File: src/rtl/klein_dec_serial.sv
// KLEIN-96 byte-serial decryption core.
// Takes ciphertext and key a byte at a time, expands the key to the last
// round key, runs the inverse rounds one per cycle and returns the
// plaintext a byte at a time.
module klein_dec_serial #(
  parameter int ROUNDS = 20
) (
  input  logic       ck,
  input  logic       rst_n,
  input  logic       in_valid,
  output logic       in_ready,
  input  logic [7:0] in_data,
  input  logic [7:0] in_key,
  output logic       out_valid,
  input  logic       out_ready,
  output logic [7:0] out_data,
  output logic       busy
);

  localparam logic [4:0] LAST = 5'(ROUNDS);

  typedef enum logic [2:0] {IDLE, LOAD, KEXP, DEC, OUT} state_t;

  state_t      state, next_state;
  logic [3:0]  byte_cnt;
  logic [4:0]  rnd;
  logic [63:0] st;
  logic [95:0] key;
  logic        rdy_en;

  logic        accept;
  logic        out_fire;
  logic [4:0]  step_idx;
  logic [4:0]  round_idx;
  logic [95:0] key_next;
  logic [95:0] key_prev;
  logic [63:0] round_out;

  function automatic logic [3:0] sbox(input logic [3:0] x);
    case (x)
      4'h0: sbox = 4'h7;  4'h1: sbox = 4'h4;  4'h2: sbox = 4'hA;  4'h3: sbox = 4'h9;
      4'h4: sbox = 4'h1;  4'h5: sbox = 4'hF;  4'h6: sbox = 4'hB;  4'h7: sbox = 4'h0;
      4'h8: sbox = 4'hC;  4'h9: sbox = 4'h3;  4'hA: sbox = 4'h2;  4'hB: sbox = 4'h6;
      4'hC: sbox = 4'h8;  4'hD: sbox = 4'hE;  4'hE: sbox = 4'hD;  default: sbox = 4'h5;
    endcase
  endfunction

  function automatic logic [7:0] sub_byte(input logic [7:0] x);
    return {sbox(x[7:4]), sbox(x[3:0])};
  endfunction

  function automatic logic [63:0] sub_state(input logic [63:0] s);
    logic [63:0] r;
    r = '0;
    for (int j = 0; j < 8; j++) r[8*j +: 8] = sub_byte(s[8*j +: 8]);
    return r;
  endfunction

  function automatic logic [7:0] xtime(input logic [7:0] x);
    return {x[6:0], 1'b0} ^ (x[7] ? 8'h1B : 8'h00);
  endfunction

  function automatic logic [31:0] inv_mix_col(input logic [31:0] c);
    logic [7:0] a [4];
    logic [7:0] m9 [4];
    logic [7:0] mb [4];
    logic [7:0] md [4];
    logic [7:0] me [4];
    logic [7:0] x2, x4, x8;
    for (int j = 0; j < 4; j++) begin
      a[j]  = c[8*(3-j) +: 8];
      x2    = xtime(a[j]);
      x4    = xtime(x2);
      x8    = xtime(x4);
      m9[j] = x8 ^ a[j];
      mb[j] = x8 ^ x2 ^ a[j];
      md[j] = x8 ^ x4 ^ a[j];
      me[j] = x8 ^ x4 ^ x2;
    end
    return {me[0] ^ mb[1] ^ md[2] ^ m9[3],
            m9[0] ^ me[1] ^ mb[2] ^ md[3],
            md[0] ^ m9[1] ^ me[2] ^ mb[3],
            mb[0] ^ md[1] ^ m9[2] ^ me[3]};
  endfunction

  // Forward key step: byte-rotate both halves, Feistel swap, round
  // constant into a' byte 2, S-box on b' bytes 1 and 2.
  function automatic logic [95:0] key_fwd(input logic [95:0] k, input logic [4:0] i);
    logic [47:0] a_rot, b_rot, na, nb;
    a_rot = {k[87:48], k[95:88]};
    b_rot = {k[39:0], k[47:40]};
    na = b_rot;
    nb = a_rot ^ b_rot;
    na[31:24] = na[31:24] ^ {3'b000, i};
    nb[39:32] = sub_byte(nb[39:32]);
    nb[31:24] = sub_byte(nb[31:24]);
    return {na, nb};
  endfunction

  // Exact inverse of key_fwd; the S-box is its own inverse.
  function automatic logic [95:0] key_inv(input logic [95:0] k, input logic [4:0] i);
    logic [47:0] na, nb, a_rot, b_rot;
    na = k[95:48];
    nb = k[47:0];
    nb[39:32] = sub_byte(nb[39:32]);
    nb[31:24] = sub_byte(nb[31:24]);
    na[31:24] = na[31:24] ^ {3'b000, i};
    b_rot = na;
    a_rot = nb ^ na;
    return {a_rot[7:0], a_rot[47:8], b_rot[7:0], b_rot[47:8]};
  endfunction

  // One inverse round: InvMix, rotate right two bytes, S-box, add key.
  function automatic logic [63:0] dec_round(input logic [63:0] s, input logic [63:0] rk);
    logic [63:0] m, r;
    m = {inv_mix_col(s[63:32]), inv_mix_col(s[31:0])};
    r = {m[15:0], m[63:16]};
    return sub_state(r) ^ rk;
  endfunction

  assign accept    = in_valid && in_ready;
  assign out_fire  = out_valid && out_ready;
  assign step_idx  = rnd + 5'd1;
  assign round_idx = LAST + 5'd1 - rnd;
  assign key_next  = key_fwd(key, step_idx);
  assign key_prev  = key_inv(key, round_idx);
  assign round_out = dec_round(st, key_prev[95:32]);

  // Enables in_ready one edge after reset is released.
  always_ff @(posedge ck or negedge rst_n) begin
    if (!rst_n) rdy_en <= 1'b0;
    else        rdy_en <= 1'b1;
  end

  // State register.
  always_ff @(posedge ck or negedge rst_n) begin
    if (!rst_n) state <= IDLE;
    else        state <= next_state;
  end

  // Next-state decode and handshake outputs.
  always_comb begin
    next_state = state;
    in_ready   = 1'b0;
    out_valid  = 1'b0;
    out_data   = 8'h00;
    busy       = (state != IDLE);
    case (state)
      IDLE: begin
        in_ready = rdy_en;
        if (in_valid && rdy_en) next_state = LOAD;
      end
      LOAD: begin
        in_ready = rdy_en;
        if (in_valid && rdy_en && byte_cnt == 4'd11) next_state = KEXP;
      end
      KEXP: if (rnd == LAST - 5'd1) next_state = DEC;
      DEC:  if (rnd == LAST) next_state = OUT;
      OUT: begin
        out_valid = 1'b1;
        out_data  = st[63:56];
        if (out_ready && byte_cnt == 4'd7) next_state = IDLE;
      end
      default: next_state = IDLE;
    endcase
  end

  // Datapath: byte shift-in, key expansion, rounds and byte shift-out.
  always_ff @(posedge ck or negedge rst_n) begin
    if (!rst_n) begin
      byte_cnt <= '0;
      rnd      <= '0;
      st       <= '0;
      key      <= '0;
    end else begin
      case (state)
        IDLE, LOAD: begin
          if (accept) begin
            if (byte_cnt < 4'd8) st <= {st[55:0], in_data};
            key      <= {key[87:0], in_key};
            byte_cnt <= (byte_cnt == 4'd11) ? 4'd0 : byte_cnt + 4'd1;
          end
        end
        KEXP: begin
          key <= key_next;
          rnd <= (rnd == LAST - 5'd1) ? 5'd0 : rnd + 5'd1;
        end
        DEC: begin
          if (rnd == 5'd0) begin
            st <= st ^ key[95:32];
          end else begin
            st  <= round_out;
            key <= key_prev;
          end
          rnd <= (rnd == LAST) ? 5'd0 : rnd + 5'd1;
        end
        OUT: begin
          if (out_fire) begin
            st       <= {st[55:0], st[63:56]};
            byte_cnt <= (byte_cnt == 4'd7) ? 4'd0 : byte_cnt + 4'd1;
          end
        end
        default: ;
      endcase
    end
  end

endmodule
File: config.mk
export PLATFORM = sky130hd
export DESIGN_NAME = klein_dec_serial
export DESIGN_NICKNAME = d
export VERILOG_FILES = /design/src/rtl/klein_dec_serial.sv
export SDC_FILE = /design/constraint.sdc
export NUM_CORES = 1
export LEC_CHECK = 0
export ABC_AREA = 1
export CORE_UTILIZATION = 50
export CTS_CLUSTER_SIZE = 12
export DETAILED_ROUTE_END_ITERATION = 10
export GPL_TIMING_DRIVEN = 0
export PLACE_DENSITY = 0.66
export SLEW_MARGIN = 15
export SYNTH_ARGS = -nofsm -noshare
export SYNTH_HDL_FRONTEND = slang
export SYNTH_SLANG_ARGS = --single-unit
File: constraint.sdc
create_clock -name ck -period 6.21 [get_ports ck]
set_input_delay 1.242 -clock ck [delete_from_list [all_inputs] [get_ports ck]]
set_output_delay 1.242 -clock ck [all_outputs]
set_load 0.005 [all_outputs]
==> results.py <==
metrics = {
    "yosys": {
        "ys_seq_area_frac": 0.188,
        "synthFlopType": "dfrtp_1",
        "syn_inst": 3624,
        "yosysUniqueCellTypes": 58,
        "synthXorXnorAreaFrac": 0.200,
        "synth_compound_area_frac": 0.146,
        "synthMuxAreaShare": 0,
        "synthSimpleGateAreaFrac": 0.308,
        "synth_nets": 3740,
        "ys_warn_count": 0,
        "synth-seq-cells": 173,
        "synth_top_family_by_area": "simple AND/OR/NAND/NOR gates",
        "netlist_area_mm2": 0.0231,
        "synth_edf_count": 0,
        "ys_async_sr_fraction": 1.00,
        "synth.avg_cell_area_um2": 6.36,
        "synthAdderAreaFrac": 0.0521,
    },
    "critical_path": {
        "path_delay_family": "buffers and inverters",
        "cp_num_buf_inv": 5,
        "cp.required_ps": 4970,
        "crit_cells": 7,
        "max_stage_delay_ps": 640,
        "r2r_cells": 21,
        "cp_slowest_cell": "buf_1",
        "cp-end-kind": "output pin",
        "path_class": "reg -> out",
        "cp-start-kind": "register",
        "cp_cell_sequence": "inv_1 > nor2_1 > inv_1 > clkbuf_1 > buf_1 > nor2_1 > clkdlybuf4s50_1",
        "critPathMaxFanout": 10,
        "cp.arrival_ps": 3110,
    },
    "timing": {
        "max_slew_margin": 0.0832,
        "max_clock_freq_mhz": 230,
        "fin_crit_sh": 0.701,
        "worstMarginPinSlew_ps": 1370,
        "tns_ps": 0,
        "hold_viol": 0,
        "slew_violations": 0,
        "setup_slack_ps": 1860,
        "clock_skew_ps": 14.3,
        "fin_crit_ps": 4350,
        "finalSetupViolations": 0,
        "rsz0062_at_grt": "no",
    },
    "global_route": {
        "gr-total-overflow": 0,
        "first_global_vias": 22300,
        "grt.total_usage": 0.414,
        "grt_start_max_net_pins": 92,
        "grt_pass1_wl_um": 143000,
        "antenna_found_initial": 2,
    },
    "routing": {
        "first_pass_iters": 8,
        "wl_per_cell_um": 22.7,
        "post-route-drc-count": 0,
        "drtIter0Drc": 3225,
        "viasPerCell": 5.78,
        "vias": 24800,
        "wl_um": 97300,
        "ant_nets": 0,
    },
    "placement": {
        "place_ws_ps": 1770,
        "gp_congestion": 1.08,
        "portBuffers": 30,
        "hpwlAfterDp_um": 77900,
        "placed_area_mm2": 0.0242,
    },
    "final_layout": {
        "syn_to_final_growth_pct": 7.49,
        "drive_gt1_frac": 0.0678,
        "utilization": 0.546,
        "multi_input_area_mm2": 0.0163,
        "final_cell_area_mm2": 0.0248,
        "register_area_mm2": 0.00433,
        "final_nets": 3791,
        "fill_cells": 4644,
    },
    "floorplan": {
        "io_pins": 31,
        "die_w_um": 217,
        "die_h_um": 217,
        "rows": 78,
        "core_area_mm2": 0.0454,
        "start_util": 0.508,
        "die_area_mm2": 0.0470,
    },
    "clock_tree": {
        "tritoncts": "built",
        "cts.path.max_buffers": 2,
        "clkLatencyLatePin_ps": 470,
        "cts_max_level": 4,
        "cts_resized": 0,
        "cts_num_sinks": 173,
        "cts_root_buffer": "clkbuf_16",
        "hold_buffers": 0,
        "post_cts_buffers": 0,
        "clk_pin_slew_worst_paths_ps": 70,
        "cts_inserted_buffers": 17,
    },
    "status": {
        "status": "finished, final reports clean",
    },
    "flow_run": {
        "cap_violations": 0,
    },
    "hold_path": {
        "hold_path_class": "reg -> reg",
        "min_delay_path_depth": 2,
    },
}
-- worst paths after layout --
path	from	endpoint	slack [ps]
worst max-delay path	state[2]	out_data[1]	1860
worst min-delay path	byte_cnt[1]	byte_cnt[1]	500
worst max register to register	st[58]	st[29]	2510
worst min register to register	byte_cnt[1]	byte_cnt[1]	500
max in group asynchronous	rst_n	st[41]	4450
min in group asynchronous	rst_n	st[8]	790
-- cell families (layout without fill, tap and decap cells) --
| family | Yosys count | count (layout) |
|---|---|---|
| fa+ha+maj | 96 | 96 |
| other cells | 1 | 2 |
| simple gates | 1699 | 1699 |
| buf+inv | 575 | 636 |
| xor+xnor | 480 | 480 |
| compound gates | 600 | 600 |
| flops | 173 | 173 |
-- through the flow --
step	instances	hold slack, ps
after floorplan	3624	468
after global routing	4285	548
final	4286	505
after CTS	4285	506
after global placement	4254	492
after detailed placement	4256	491
-- cells in the mapped netlist (4+ instances only) --
| master | count | area, um^2 |
|---|---|---|
| nand2_1 | 1106 | 4150 |
| inv_1 | 369 | 1390 |
| a41oi_1 | 8 | 70.1 |
| inv_2 | 34 | 128 |
| nand3_1 | 300 | 1500 |
| a32oi_1 | 20 | 175 |
| o22ai_1 | 46 | 288 |
| xnor2_4 | 6 | 165 |
| or2_2 | 12 | 75.1 |
| xnor2_2 | 7 | 114 |
| buf_6 | 14 | 158 |
| a22oi_1 | 8 | 60.1 |
| nor2_1 | 189 | 709 |
| clkinv_1 | 7 | 26.3 |
| nand2_2 | 46 | 288 |
| dfrtp_1 | 173 | 4330 |
| clkbuf_1 | 85 | 319 |
| xor2_4 | 5 | 138 |
| clkbuf_8 | 5 | 68.8 |
| buf_2 | 22 | 110 |
| xnor2_1 | 197 | 1730 |
| o21ai_1 | 15 | 75.1 |
| a21oi_1 | 257 | 1290 |
| a21oi_2 | 6 | 52.6 |
| ha_1 | 96 | 1200 |
| a22o_1 | 4 | 35.0 |
| buf_4 | 17 | 128 |
| buf_1 | 12 | 45.0 |
| xor2_1 | 245 | 2150 |
| nand2_4 | 7 | 78.8 |
| xor2_2 | 20 | 325 |
| o21ai_0 | 194 | 971 |
| nand3b_1 | 22 | 165 |
| a311oi_1 | 8 | 70.1 |
| nand4_1 | 5 | 31.3 |
| o211ai_1 | 19 | 143 |
-- layout make-up --
class | count | area share
plain buffers | 163 | 0.0361
clock inverters | 11 | 0.00692
clock buffers | 18 | 0.0173
flip-flops and latches | 173 | 0.175
repair buffers | 32 | 0.0137
inverters | 412 | 0.0625
well taps | 600 | 0.0303
multi-input cells | 2876 | 0.658
diodes | 1 | 0.000101
-- sequential cells by signal (all words and copies together), names as in the netlist --
name      flops
rdy_en        1
st           64
rnd           5
state         3
key          96
byte_cnt      4
-- cell usage in the layout (no fill, tap or decap), types with 22 or more instances in the layout --
cell type        count
xor2_1             245
nor2_1             189
o22ai_1             46
dfrtp_1            173
a21oi_1            257
xnor2_1            196
clkbuf_1            86
nand2_1           1106
inv_1              369
nand3_1            300
ha_1                96
nand3b_1            22
buf_2               22
o21ai_0            194
inv_2               34
nand2_2             46
clkdlybuf4s50_1     29
-- worst reg2reg max path, stage by stage (launching register included) --
cell,delay [ps]
dfrtp_1,510
inv_1,190
nand2_1,70
nand2_1,190
nand2_1,90
nand2_2,180
inv_1,100
nand2_1,60
nand2_1,180
xor2_1,210
inv_1,70
nand3_1,60
nand2_1,220
inv_1,110
ha_1,290
nand2_1,70
nand2_1,90
nand2_1,60
nand3_1,90
nand2_1,50
o21ai_0,490
a21oi_1,160
-- per-layer routing --
layer	part of all wire	routed length [um]	GRT usage	up-vias
met5	0.00033	32	0	-
met4	0.079	7670	0.270	4
met3	0.12	11400	0.116	373
met2	0.41	40300	0.614	1482
met1	0.39	37900	0.524	11300
li1	-	-	-	11600
Power is left out: the tool's default activity adds up to more than one toggle a clock period on the data nets, which glitch-free logic cannot reach.
